### src/rtl/rv32i_defs.sv
// Shared RV32I definitions used by the fetch path.
package rv32i_defs;

    localparam int InstructionSize = 32;
    localparam int InstrAlignBytes = 4;

    typedef struct packed {
        logic [31:0]                pc;
        logic [InstructionSize-1:0] instr;
    } fetch_entry_t;

endpackage

### src/rtl/fetch_fifo.sv
// Small prefetch FIFO of {pc, instr} pairs. The head is read straight from
// registered storage, so the outputs carry no combinational input dependency.
module fetch_fifo
    import rv32i_defs::*;
#(
    parameter  int DEPTH = 2,
    localparam int PtrW  = (DEPTH > 1) ? $clog2(DEPTH) : 1,
    localparam int CntW  = $clog2(DEPTH + 1)
) (
    input  logic            clk,
    input  logic            rst,
    input  logic            flush,
    input  logic            push,
    input  logic            pop,
    input  fetch_entry_t    wdata,
    output fetch_entry_t    rdata,
    output logic            empty,
    output logic            full,
    output logic [CntW-1:0] count
);

    fetch_entry_t    mem_reg [DEPTH];
    logic [PtrW-1:0] wr_ptr_reg, wr_ptr_next;
    logic [PtrW-1:0] rd_ptr_reg, rd_ptr_next;
    logic [CntW-1:0] count_reg, count_next;

    // Explicit wrap keeps non-power-of-two depths legal.
    function automatic logic [PtrW-1:0] ptr_inc(input logic [PtrW-1:0] p);
        return (p == PtrW'(DEPTH - 1)) ? '0 : p + PtrW'(1);
    endfunction

    generate
        for (genvar gi = 0; gi < DEPTH; gi++) begin : g_slot
            always_ff @(posedge clk or posedge rst) begin
                if (rst) begin
                    mem_reg[gi] <= '0;
                end else if (push && !flush && (wr_ptr_reg == PtrW'(gi))) begin
                    mem_reg[gi] <= wdata;
                end
            end
        end
    endgenerate

    always_comb begin
        wr_ptr_next = wr_ptr_reg;
        rd_ptr_next = rd_ptr_reg;
        count_next  = count_reg;
        if (flush) begin
            wr_ptr_next = '0;
            rd_ptr_next = '0;
            count_next  = '0;
        end else begin
            if (push) wr_ptr_next = ptr_inc(wr_ptr_reg);
            if (pop)  rd_ptr_next = ptr_inc(rd_ptr_reg);
            case ({push, pop})
                2'b10:   count_next = count_reg + CntW'(1);
                2'b01:   count_next = count_reg - CntW'(1);
                default: count_next = count_reg;
            endcase
        end
    end

    always_ff @(posedge clk or posedge rst) begin
        if (rst) begin
            wr_ptr_reg <= '0;
            rd_ptr_reg <= '0;
            count_reg  <= '0;
        end else begin
            wr_ptr_reg <= wr_ptr_next;
            rd_ptr_reg <= rd_ptr_next;
            count_reg  <= count_next;
        end
    end

    assign rdata = mem_reg[rd_ptr_reg];
    assign empty = (count_reg == '0);
    assign full  = (count_reg == CntW'(DEPTH));
    assign count = count_reg;

endmodule

### src/rtl/fetch_unit.sv
// Fetch stage: owns the PC, drives the combinational instruction memory and
// queues {pc, instr} pairs for decode. Redirects flush; bad PCs raise a sticky fault.
module fetch_unit
    import rv32i_defs::*;
#(
    parameter  int          N_INSTR   = 32,
    parameter  int          BUF_DEPTH = 2,
    parameter  logic [31:0] RESET_PC  = 32'h0000_0000,
    localparam int          AddrSize  = $clog2(N_INSTR * 4)
) (
    input  logic                       clk,
    input  logic                       rst,
    output logic [AddrSize-1:0]        imem_addr,
    input  logic [InstructionSize-1:0] imem_instr,
    input  logic                       redirect_valid,
    input  logic [31:0]                redirect_pc,
    output logic                       out_valid,
    input  logic                       out_ready,
    output logic [InstructionSize-1:0] out_instr,
    output logic [31:0]                out_pc,
    output logic                       fault
);

    localparam int          CntW     = $clog2(BUF_DEPTH + 1);
    localparam int          AlignW   = $clog2(InstrAlignBytes);
    localparam logic [31:0] MemBytes = 32'(N_INSTR * InstrAlignBytes);

    logic [31:0]     pc_reg, pc_next;
    logic            fault_reg, fault_next;
    logic            pc_ok, push, pop;
    logic            fifo_empty, fifo_full;
    logic [CntW-1:0] fifo_count_unused;
    fetch_entry_t    wr_entry, head_entry;

    // Full 32-bit compare so high PC bits can't alias back into the memory.
    assign pc_ok = (pc_reg[AlignW-1:0] == '0) && (pc_reg < MemBytes);
    assign pop   = out_valid && out_ready;
    assign push  = pc_ok && !fault_reg && !redirect_valid && (!fifo_full || pop);

    always_comb begin
        pc_next    = pc_reg;
        fault_next = fault_reg;
        if (redirect_valid) begin
            pc_next    = redirect_pc;
            fault_next = 1'b0;
        end else begin
            if (push)   pc_next    = pc_reg + 32'(InstrAlignBytes);
            if (!pc_ok) fault_next = 1'b1;
        end
    end

    always_ff @(posedge clk or posedge rst) begin
        if (rst) begin
            pc_reg    <= RESET_PC;
            fault_reg <= 1'b0;
        end else begin
            pc_reg    <= pc_next;
            fault_reg <= fault_next;
        end
    end

    assign wr_entry.pc    = pc_reg;
    assign wr_entry.instr = imem_instr;

    fetch_fifo #(
        .DEPTH (BUF_DEPTH)
    ) u_fifo (
        .clk   (clk),
        .rst   (rst),
        .flush (redirect_valid),
        .push  (push),
        .pop   (pop),
        .wdata (wr_entry),
        .rdata (head_entry),
        .empty (fifo_empty),
        .full  (fifo_full),
        .count (fifo_count_unused)
    );

    assign imem_addr = pc_reg[AddrSize-1:0];
    assign out_valid = !fifo_empty;
    assign out_instr = head_entry.instr;
    assign out_pc    = head_entry.pc;
    assign fault     = fault_reg;

endmodule

### config.mk
export PLATFORM = sky130hd
export DESIGN_NAME = fetch_unit
export DESIGN_NICKNAME = d
export VERILOG_FILES = /design/src/rtl/rv32i_defs.sv /design/src/rtl/fetch_fifo.sv /design/src/rtl/fetch_unit.sv
export SDC_FILE = /design/constraint.sdc
export NUM_CORES = 1
export LEC_CHECK = 0
export CAP_MARGIN = 15
export CORE_MARGIN = 2
export CORE_UTILIZATION = 51
export CTS_CLUSTER_SIZE = 16
export DETAILED_ROUTE_END_ITERATION = 7
export PLACE_DENSITY = 0.9
export SYNTH_ARGS = -nofsm -noshare
export SYNTH_HDL_FRONTEND = slang
export SYNTH_SLANG_ARGS = --single-unit
### constraint.sdc
create_clock -name clk -period 16.9 [get_ports clk]
set_clock_uncertainty 0.05 [all_clocks]
set_input_delay 3.38 -clock clk [delete_from_list [all_inputs] [get_ports clk]]
set_output_delay 3.38 -clock clk [all_outputs]
set_load 0.005 [all_outputs]
# == After elaboration in Yosys (flattened, before gate mapping) ==
# Cells that the tools add are included.
# op_classes
mux,15
n_bitwise,2
n_reduce_logical,18
n_eq_ne,4
add_sub_neg,5
n_lt_le_gt_ge,2
# op_table
cell,count
64-bit two-way mux,3
32-bit two-way mux,2
"32-bit by 3-bit adder with 32-bit output, second input constant",1
"32-bit by 8-bit < comparator with 1-bit output, second input constant",1
1-bit logical AND,8
1-bit two-way mux,8
"2-bit == test, second input constant",2
1-bit zero test,4
2-bit zero test,2
2-bit case mux with 2 select lines,1
2-bit nonzero test,2
3-bit nonzero test,1
"1-bit adder, second input constant",2
"2-bit by 1-bit adder with 2-bit output, second input constant",1
"2-bit by 1-bit == test with 1-bit output, second input constant",1
"2-bit greater-or-equal comparator, second input constant",1
2-bit two-way mux,1
"2-bit inequality test, second input constant",1
1-bit NOT with 2-bit output,1
"2-bit by 1-bit subtractor with 2-bit output, second input constant",1
1-bit logical OR,1
1-bit NOT,1
# totals
output_inout_bits,73
register_bits,165
inputBits,68
word_cells,55

# == Longest topological paths before layout ==
# Gate-level depths: netlist of the first run.
# depth
ltp_word,8
depth_mapped,8

# == Hierarchy ==
# From an unflattened synthesis of the first run, not the netlist that was laid out.
# hier_totals
hier_cells,482
hier_area_um2,7533.5
# by_module_without_submodules
module,seq_area_each_um2,area_each_um2,instances,cells_per_inst
fetch_fifo,3303.2,6049.6,1,363
fetch_unit,825.8,1483.9,1,119

# == Least setup slack after synthesis of the first run ==
# OpenSTA, ideal clock, no wires.
# synth_path
path_type,input to register
startpoint,in out_ready
endpoint,reg u_fifo.mem_reg[34] (netlist name)
setup_slack_ns,11.843
cell_stages,8
path_buffers,3
arrival_ns,4.882
setup_ns,0.125
cell_sequence,or3b_2 nand4_1 or2_1 buf_2 nor3b_2 buf_4 buf_4 mux2_2
# synth_via
elab_chain_cells,5
# synth_lines
element,line_no,rtl
"start, declared",fetch_unit.sv:18,"input logic out_ready,"
1-bit logical AND,fetch_unit.sv:37,assign pop = out_valid && out_ready;
1-bit logical OR,fetch_unit.sv:38,assign push = pc_ok && !fault_reg && !redirect_valid && (!fifo_full || pop);
1-bit logical AND,fetch_unit.sv:38,
1-bit logical AND (2 in series),fetch_fifo.sv:37,end else if (push && !flush && (wr_ptr_reg == PtrW'(gi))) begin
"end signal, assigned by index",fetch_fifo.sv:38,mem_reg[gi] <= wdata;
"end, declared",fetch_fifo.sv:22,fetch_entry_t mem_reg [DEPTH];
# No other way between the ends.
# A chain may end at the register's enable or synchronous reset.

# == Worst setup path in the final report of the first run ==
# layout_path
startpoint,reg u_fifo.rd_ptr_reg
endpoint,out out_instr[7]
# layout_via
elab_chain_cells,4
# layout_lines
element,line_no,rtl
"start, declared",fetch_fifo.sv:24,"logic [PtrW-1:0] rd_ptr_reg, rd_ptr_next;"
"start signal, assigned",fetch_fifo.sv:70,rd_ptr_reg <= rd_ptr_next;
1-bit NOT with 2-bit output (implied by the code),fetch_fifo.sv:75,assign rdata = mem_reg[rd_ptr_reg];
64-bit two-way mux (implied by the code) (3 in series),fetch_fifo.sv:75,
"end, declared",fetch_unit.sv:19,"output logic [InstructionSize-1:0] out_instr,"
# No other way between the ends. The select of a mux whose other input is x is not followed.

==> results of run 1 <==
==> area by class of cell <==
type	count	area, sq um
Clock buffer	22	474
Fill cell	932	4240
Clock inverter	10	153
Multi-Input combinational cell	275	2550
Tap cell	176	220
Sequential cell	165	4130
Timing Repair Buffer	146	1460
Inverter	2	12.5
==> routing by layer <==
layer	share of wire, %	GRT usage [%]
met3	6.5	7.41
met4	1.3	6.69
met2	49	33.7
met5	0	0
met1	43	26.3
==> where the power goes <==
part	total (mW)	internal, mW	switching (mW)	leakage [nW]
clock network	0.405	0.258	0.148	0.310
registers	0.409	0.403	0.00578	2.23
logic	0.0417	0.0246	0.0171	1.72
==> cell usage in the layout, fill, tap and decap left out, drive strengths merged, types with 3 or more instances in the layout <==
cell           instances
bufinv                 4
nor4                   7
nand3                  3
nand2                  7
nor3                   4
clkinv                 5
xnor2                  5
buf                    7
o21ai                  5
mux2                 165
nor2b                 56
clkdlybuf4s50        139
clkbuf                22
nor2                   8
dfrtp                165
==> critical path, stage by stage, from the launching register on <==
cell and delay (ns):
dfrtp_2 0.80, buf_4 0.56, mux2_2 0.39, clkdlybuf4s50_1 0.49
==> synth_stat cells, drive strengths merged, types with 2 or more instances <==
cell / n
buf: 21
mux2: 165
xor2: 2
nand2: 7
o21ai: 5
nand3: 3
inv: 2
dfrtp: 165
nand4: 2
clkbuf: 12
nor2: 8
or2: 2
nor3: 4
a21oi: 2
nor2b: 56
nor4: 7
xnor2: 5
==> path summary, 6_finish.rpt <==
| kind | endpoint | slack, ns | cells past startpoint |
|---|---|---|---|
| setup / recovery | out_instr[7] | 10.81 | 3 |
| hold / removal | u_fifo.mem_reg[67] | 0.44 | 1 |
| setup reg to reg | u_fifo.mem_reg[75] | 13.80 | 6 |
| hold reg to reg | u_fifo.mem_reg[67] | 0.44 | 1 |
| max in group asynchronous | u_fifo.mem_reg[62] | 12.23 | 4 |
| min in group asynchronous | u_fifo.mem_reg[2] | 3.40 | 2 |
==> cells by family (layout without fill, tap and decap cells) <==
| logic type | Yosys count | after routing | synth area share (%) |
|---|---|---|---|
| adders and majority gates | 1 | 1 | 0.181 |
| buffers and inverters | 35 | 180 | 3.25 |
| AOI/OAI and AO/OA | 10 | 10 | 0.871 |
| muxes | 166 | 166 | 27.1 |
| and+or+nand+nor | 91 | 91 | 7.87 |
| DFF | 165 | 165 | 59.9 |
| xor gates and xnor gates | 7 | 7 | 0.889 |
==> flow_summary.ini, run 1 <==
[timing]
clock.fmax_mhz = 164
final-max-slew-violation-count = 0
rsz0062_at_grt = no
hold_ws_ns = 0.443
finalSetupTns_ns = 0
fin_crit_sh_pct = 36.1
worstMarginPinSlew_ns = 0.898
layout_setup_ws_ns = 10.81
setup_viol_count_final = 0
slew_headroom_pct = 40.1
finalHoldViolations = 0
period_minus_slack_ns = 6.09

[final_layout]
largest_reg_flops = 128
final_nets = 676
drive_above_1_share_pct = 33.2
fin_cells = 796
design_area_sq_mm = 0.00900
final_core_utilization_pct = 68.0
antenna_cells = 0
synthToLayoutAreaGrowth_pct = 30.5

[synth]
synth_cells = 475
ys.flop_type = dfrtp_1
yosys.area.top_type = dfrtp_1
synth_top_area_share_pct = 59.9
synth.avg_cell_area_sq_um = 14.5
synth.top_cells.by_area = dfrtp_1 (60%), mux2_2 (26%), nor2b_1 (5.1%), buf_6 (1.1%), buf_4 (0.98%)
yosysUniqueCellTypes = 29
syn_area_sq_mm = 0.00690
ys_async_sr_fraction_pct = 100
syn_nets = 544
yosysSeqAreaShare_pct = 59.9
ys_seq_elements = 165
yosys_warnings = 0
synth_edf_count = 0

[floorplan]
placementRows = 42
die_h_um = 120
num_io_pins = 141
die-width_um = 120
core_area_sq_mm = 0.0132
initial_core_util_pct = 52.1
die-area_sq_mm = 0.0145

[grt]
antenna_found_initial = 0
grt_max_degree = 90
grt_first_pass_wirelength_mm = 23.3
grt_pass1_vias = 4640
grt_use_total_pct = 20.8
overflow = 0

[min_path]
hold_start = u_fifo.mem_reg[67]
holdCritPathClass = flop to flop

[critical_path]
crit_arrival_ns = 2.66
crit_start = u_fifo.rd_ptr_reg
worstSetupEndpointType = output pin
cp.required_ns = 13.47
crit_type = flop to output pin
r2r-start = pc_reg[19]
cp_max_fo = 37
startpoint_type = flop

[clock_network]
root_buffer = clkbuf_16
clock_latency_ns = 0.42
cts_tree = done
clk_path_buf_depth = 2
hold_buffers = 0
htreeDepth = 4
post_cts_buffers = 0
post_cts_resized = 0
cts.reportedPaths.clkPinSlew_ns = 0.06
cts_made_buffers = 17
clkSinkCount = 165

[placement]
placed_cells = 763
dp_hpwl_mm = 9.15
pre_cts_ws_ns = 10.71
post_dp_cell_area_sq_mm = 0.00835
io_buffers = 140
routabilityCongestion = 0.795

[detailed_routing]
drtIter0Drc = 182
dr.pass1.iters = 4
drc = 0
postRouteAntennaNets = 0
viasPerCell = 5.20
vias = 4140
wire_per_inst_um = 17.7
wl_mm = 14.1

[pwr]
p_leak_nw = 4.26
ir_drop_mv = 0.0607
total_power_mw = 0.856
power.density_mw_per_mm2 = 95.1

[status]
status = finished, final reports clean

[job]
timing.max_cap.violations = 0
Power figures use the tool's default switching activity.
==> inputs of run 2 (changes only) <==
--- a/config.mk
+++ b/config.mk
@@ -7,10 +7,10 @@
 export LEC_CHECK = 0
 export CAP_MARGIN = 15
 export CORE_MARGIN = 2
-export CORE_UTILIZATION = 51
+export CORE_UTILIZATION = 46
 export CTS_CLUSTER_SIZE = 16
 export DETAILED_ROUTE_END_ITERATION = 7
-export PLACE_DENSITY = 0.9
+export PLACE_DENSITY = 0.87
 export SYNTH_ARGS = -nofsm -noshare
 export SYNTH_HDL_FRONTEND = slang
 export SYNTH_SLANG_ARGS = --single-unit
==> constraint.sdc (replaced) <==
create_clock -name clk -period 5.4 [get_ports clk]
set_clock_uncertainty 0.05 [all_clocks]
set_input_delay 1.08 -clock clk [delete_from_list [all_inputs] [get_ports clk]]
set_output_delay 1.08 -clock clk [all_outputs]
set_load 0.005 [all_outputs]
==> run 2 against run 1 <==
- combinational power increased to 3.1 times the previous value
- critical path depth is the same
- sequential share of layout area about the same
- wire length fell by 2.4%
- register-to-register slack got worse by 11 ns
- highest routed layer unchanged
- largest power group unchanged
- sequential power rose to 3.1 times the previous value
- final cell count is 1.0% higher
- design area barely moved
==> flow_summary.ini, run 2 (synthesis results as in run 1) <==
[status]
status = finished, final reports clean

[detailed_routing]
vias = 4110
drtIter0Drc = 248
postRouteAntennaNets = 0
drc = 0
wl_mm = 13.7
viasPerCell = 5.11
dr.pass1.iters = 4
wire_per_inst_um = 17.1

[clock_network]
htreeDepth = 4
clock_latency_ns = 0.42
cts_tree = done
post_cts_buffers = 0
root_buffer = clkbuf_16
post_cts_resized = 0
cts_made_buffers = 17
hold_buffers = 0
cts.reportedPaths.clkPinSlew_ns = 0.06
clk_path_buf_depth = 2
clkSinkCount = 165

[pwr]
ir_drop_mv = 0.224
pwr-share-seq_pct = 48.0
comb_power_share_pct = 4.8
p_leak_nw = 4.24
p_clk_share_pct = 47.2
intPower_mw = 2.13
power.density_mw_per_mm2 = 296
p_sw_share_pct = 20.0
power_switching_mw = 0.532
total_power_mw = 2.67

[timing]
fin_crit_sh_pct = 73.6
finalHoldViolations = 0
final-max-slew-violation-count = 0
rsz0062_at_grt = no
slew_headroom_pct = 24.5
clock.fmax_mhz = 252
worstMarginPinSlew_ns = 1.13
finalSetupTns_ns = 0
hold_ws_ns = 0.440
period_minus_slack_ns = 3.97
setup_viol_count_final = 0

[critical_path]
r2r_cells = 6
crit_arrival_ns = 2.84
worstSetupEndpointType = output pin
cp_max_fo = 47
crit_type = flop to output pin
cp.required_ns = 4.27
startpoint_type = flop

[final_layout]
synthToLayoutAreaGrowth_pct = 30.4
layout_commonest_cell = dfrtp_1
layout_common_cells = dfrtp_1 (164), mux2_2 (162), clkdlybuf4s50_1 (139)
nFillCells = 1084
drive_above_1_share_pct = 32.7
final_nets = 676
largest_reg_flops = 128
antenna_cells = 0

[placement]
dp_hpwl_mm = 8.84
io_buffers = 140
routabilityCongestion = 0.779

[job]
timing.max_cap.violations = 0

[grt]
grt_max_degree = 166
grt_pass1_vias = 4573
grt_use_total_pct = 18.0
grt_first_pass_wirelength_mm = 23.0
antenna_found_initial = 0
overflow = 0

[min_path]
holdCritPathClass = flop to flop
hold_depth = 1

[floorplan]
placementRows = 44
die_h_um = 126
core_area_sq_mm = 0.0146
initial_core_util_pct = 47.3
num_io_pins = 141
die-area_sq_mm = 0.0160
die-width_um = 126
==> run 2: cell count changes in the layout (fill, tap and decap cells not counted), sizes merged <==
cell and delta:
clkinv -4, clkinvlp +3, inv -1, clkbuf +2
==> run 2: layout make-up <==
class / count / area [sq um] / area share [%]
inverters: 2 / 11.3 / 0.125
repair buffers: 146 / 1450 / 16.2
well taps: 184 / 230 / 2.56
flip-flops and latches: 165 / 4130 / 45.9
multi-input cells: 275 / 2550 / 28.4
clock buffers: 24 / 472 / 5.24
clock inverters: 8 / 148 / 1.64
==> run 2: critical path, stage by stage (launching register included) <==
cell and delay (ns):
dfrtp_2 1.12, buf_4 0.44, mux2_2 0.39, clkdlybuf4s50_1 0.47
==> run 2: per-stage QoR <==
step | setup WS [ns] | util (%) | area (sq um) | cells
floorplan | 2.17 | - | 6900 | 475
global placement | 1.81 | 57.4 | 8380 | 772
detailed placement | 1.73 | 57.4 | 8380 | 772
CTS | 1.37 | 61.7 | 9000 | 804
global route | 1.29 | 61.7 | 9000 | 804
finish | 1.43 | 61.7 | 9000 | 804
==> run 2: power groups by stage <==
stage / clock, mW / combinational [mW] / sequential, mW
after detailed placement: 0 / 0.130 / 1.30
after floorplan: 0 / 0.0607 / 1.30
after CTS: 1.29 / 0.131 / 1.28
after global placement: 0 / 0.126 / 1.30
final: 1.26 / 0.128 / 1.28
after global routing: 1.35 / 0.142 / 1.28
==> run 2: final timing paths <==
check / end / startpoint / slack, ns
setup / recovery: out_instr[2] / u_fifo.rd_ptr_reg / 1.43
max in group asynchronous: u_fifo.mem_reg[92] / rst / 3.45
hold / removal: u_fifo.mem_reg[67] / u_fifo.mem_reg[67] / 0.44
setup reg to reg: u_fifo.mem_reg[65] / pc_reg[19] / 2.55
hold reg to reg: u_fifo.mem_reg[67] / u_fifo.mem_reg[67] / 0.44
min in group asynchronous: u_fifo.mem_reg[36] / rst / 1.25
==> run 2: layer usage <==
metal | vias to the layer above | GRT usage (%) | routed length, um
met2 | 105 | 29.1 | 6770
li1 | 1895 | - | -
met3 | 20 | 5.44 | 726
met1 | 2090 | 23.1 | 6000
met4 | 0 | 6.72 | 229
met5 | - | 0 | 0
==> inputs of run 3 (changes only) <==
==> constraint.sdc (replaced) <==
create_clock -name clk -period 3.45 [get_ports clk]
set_clock_uncertainty 0.05 [all_clocks]
set_input_delay 0.69 -clock clk [delete_from_list [all_inputs] [get_ports clk]]
set_output_delay 0.69 -clock clk [all_outputs]
set_load 0.005 [all_outputs]
==> run 3 against run 2 <==
- worst hold slack about the same
- utilization up 0.57 points
- register-to-register slack got worse by 1.8 ns
==> flow_summary.ini, run 3 (synthesis results as in run 1) <==
[pwr]
p_sw_share_pct = 20.2
comb_power_share_pct = 4.7
p_leak_nw = 4.27
ir_drop_mv = 0.333
intPower_mw = 3.41
power.density_mw_per_mm2 = 471
pwr-share-seq_pct = 46.8
power_switching_mw = 0.862
p_clk_share_pct = 48.5

[detailed_routing]
drtIter0Drc = 259
wire_per_inst_um = 17.3
wl_mm = 13.9
viasPerCell = 5.17
postRouteAntennaNets = 0
vias = 4165
drc = 0
dr.pass1.iters = 4

[clock_network]
clkSinkCount = 165
cts_made_buffers = 17
clock_latency_ns = 0.43
hold_buffers = 0
post_cts_buffers = 0
cts.reportedPaths.clkPinSlew_ns = 0.06
root_buffer = clkbuf_16
post_cts_resized = 0
clk_path_buf_depth = 2
cts_tree = done
htreeDepth = 4

[placement]
io_buffers = 140
dp_hpwl_mm = 8.93
pre_cts_ws_ns = 0.324
placed_cells = 773
routabilityCongestion = 0.750

[status]
status = finished, final reports clean

[timing]
rsz0062_at_grt = no
finalSetupTns_ns = 0
layout_setup_ws_ns = 0.581
fin_crit_sh_pct = 83.2
slew_headroom_pct = 39.2
period_minus_slack_ns = 2.87
hold_ws_ns = 0.440
worstMarginPinSlew_ns = 0.912
clock.fmax_mhz = 349
setup_viol_count_final = 0
final-max-slew-violation-count = 0
finalHoldViolations = 0

[min_path]
holdCritPathClass = flop to flop

[job]
timing.max_cap.violations = 0

[critical_path]
crit_slowest_cell = clkdlybuf4s50_1
cp.buffers_inverters = 2
r2r_setup_slack_ns = 0.72
startpoint_type = flop
path_cells = buf_4, mux2_2, clkdlybuf4s50_1
crit_arrival_ns = 2.13
crit_path_max_incr_delay_ns = 0.48
cp_top_family = buffers and inverters
cp_max_fo = 41
crit_type = flop to output pin
worstSetupEndpointType = output pin
cp.required_ns = 2.71

[grt]
grt_max_degree = 166
grt_pass1_vias = 4579
grt_first_pass_wirelength_mm = 23.0
overflow = 0
grt_use_total_pct = 18.2
antenna_found_initial = 0

[floorplan]
placementRows = 44
num_io_pins = 141
die-width_um = 126
core_area_sq_mm = 0.0146
initial_core_util_pct = 47.3
die_h_um = 126
die-area_sq_mm = 0.0160

[final_layout]
antenna_cells = 0
layout_commonest_cell = dfrtp_1
drive_above_1_share_pct = 33.5
synthToLayoutAreaGrowth_pct = 31.6
fin_cells = 805
layout_common_cells = dfrtp_1 (164), mux2_2 (162), clkdlybuf4s50_1 (139)
largest_reg_flops = 128
final_nets = 677
## run 3: cell types whose count changed in the layout (fill, tap and decap cells not counted), sizes merged
cell and change:
clkinv +2, buf +1, inv +1, clkbuf -4, bufinv +1
## run 3: path summary, 6_finish.rpt
kind / startpoint / to / depth (start not counted)
worst min register to register: u_fifo.mem_reg[68] / u_fifo.mem_reg[68] / 1
min in group asynchronous: rst / u_fifo.mem_reg[99] / 3
max in group asynchronous: rst / u_fifo.mem_reg[75] / 3
worst max register to register: pc_reg[19] / u_fifo.mem_reg[9] / 6
worst max-delay path: u_fifo.rd_ptr_reg / out_instr[6] / 3
worst min-delay path: u_fifo.mem_reg[68] / u_fifo.mem_reg[68] / 1
## run 3: final cells by class
cell class	count	area, sq um
repair buffers	147	1500
flip-flops and latches	165	4130
multi-input cells	275	2550
inverters	2	11.3
fillers	1075	5510
clock inverters	12	200
well taps	184	230
clock buffers	20	457
## run 3: power groups by stage
stage,registers (mW),clock network (mW),logic (mW)
after floorplan,2.03,0,0.0949
after global placement,2.03,0,0.197
after detailed placement,2.04,0,0.204
after CTS,2.00,2.12,0.205
after global routing,2.00,2.21,0.222
final,2.00,2.08,0.200
## run 3: metrics by stage
stage | power (mW) | cell area, sq um | util [%]
after global placement | 2.23 | 8420 | 57.7
final | 4.28 | 9080 | 62.2
after floorplan | 2.12 | 6900 | -
after CTS | 4.33 | 9080 | 62.2
after global routing | 4.44 | 9080 | 62.2
after detailed placement | 2.24 | 8420 | 57.7
## run 3: layer usage
layer  routed length [um]  vias up  GRT usage, %
li1                     -     1913             -
met1                 6030     2135          23.0
met2                 6990      102          29.6
met3                  702       15          6.58
met4                  166        0          5.49
met5                    0        -             0
## run 3: worst register-to-register path: cells and delay by family (launching register included)
family | cells | cell delay (ns)
buf+inv | 1 | 0.25
simple gates | 4 | 1.54
mux | 1 | 0.39
flops | 1 | 0.38
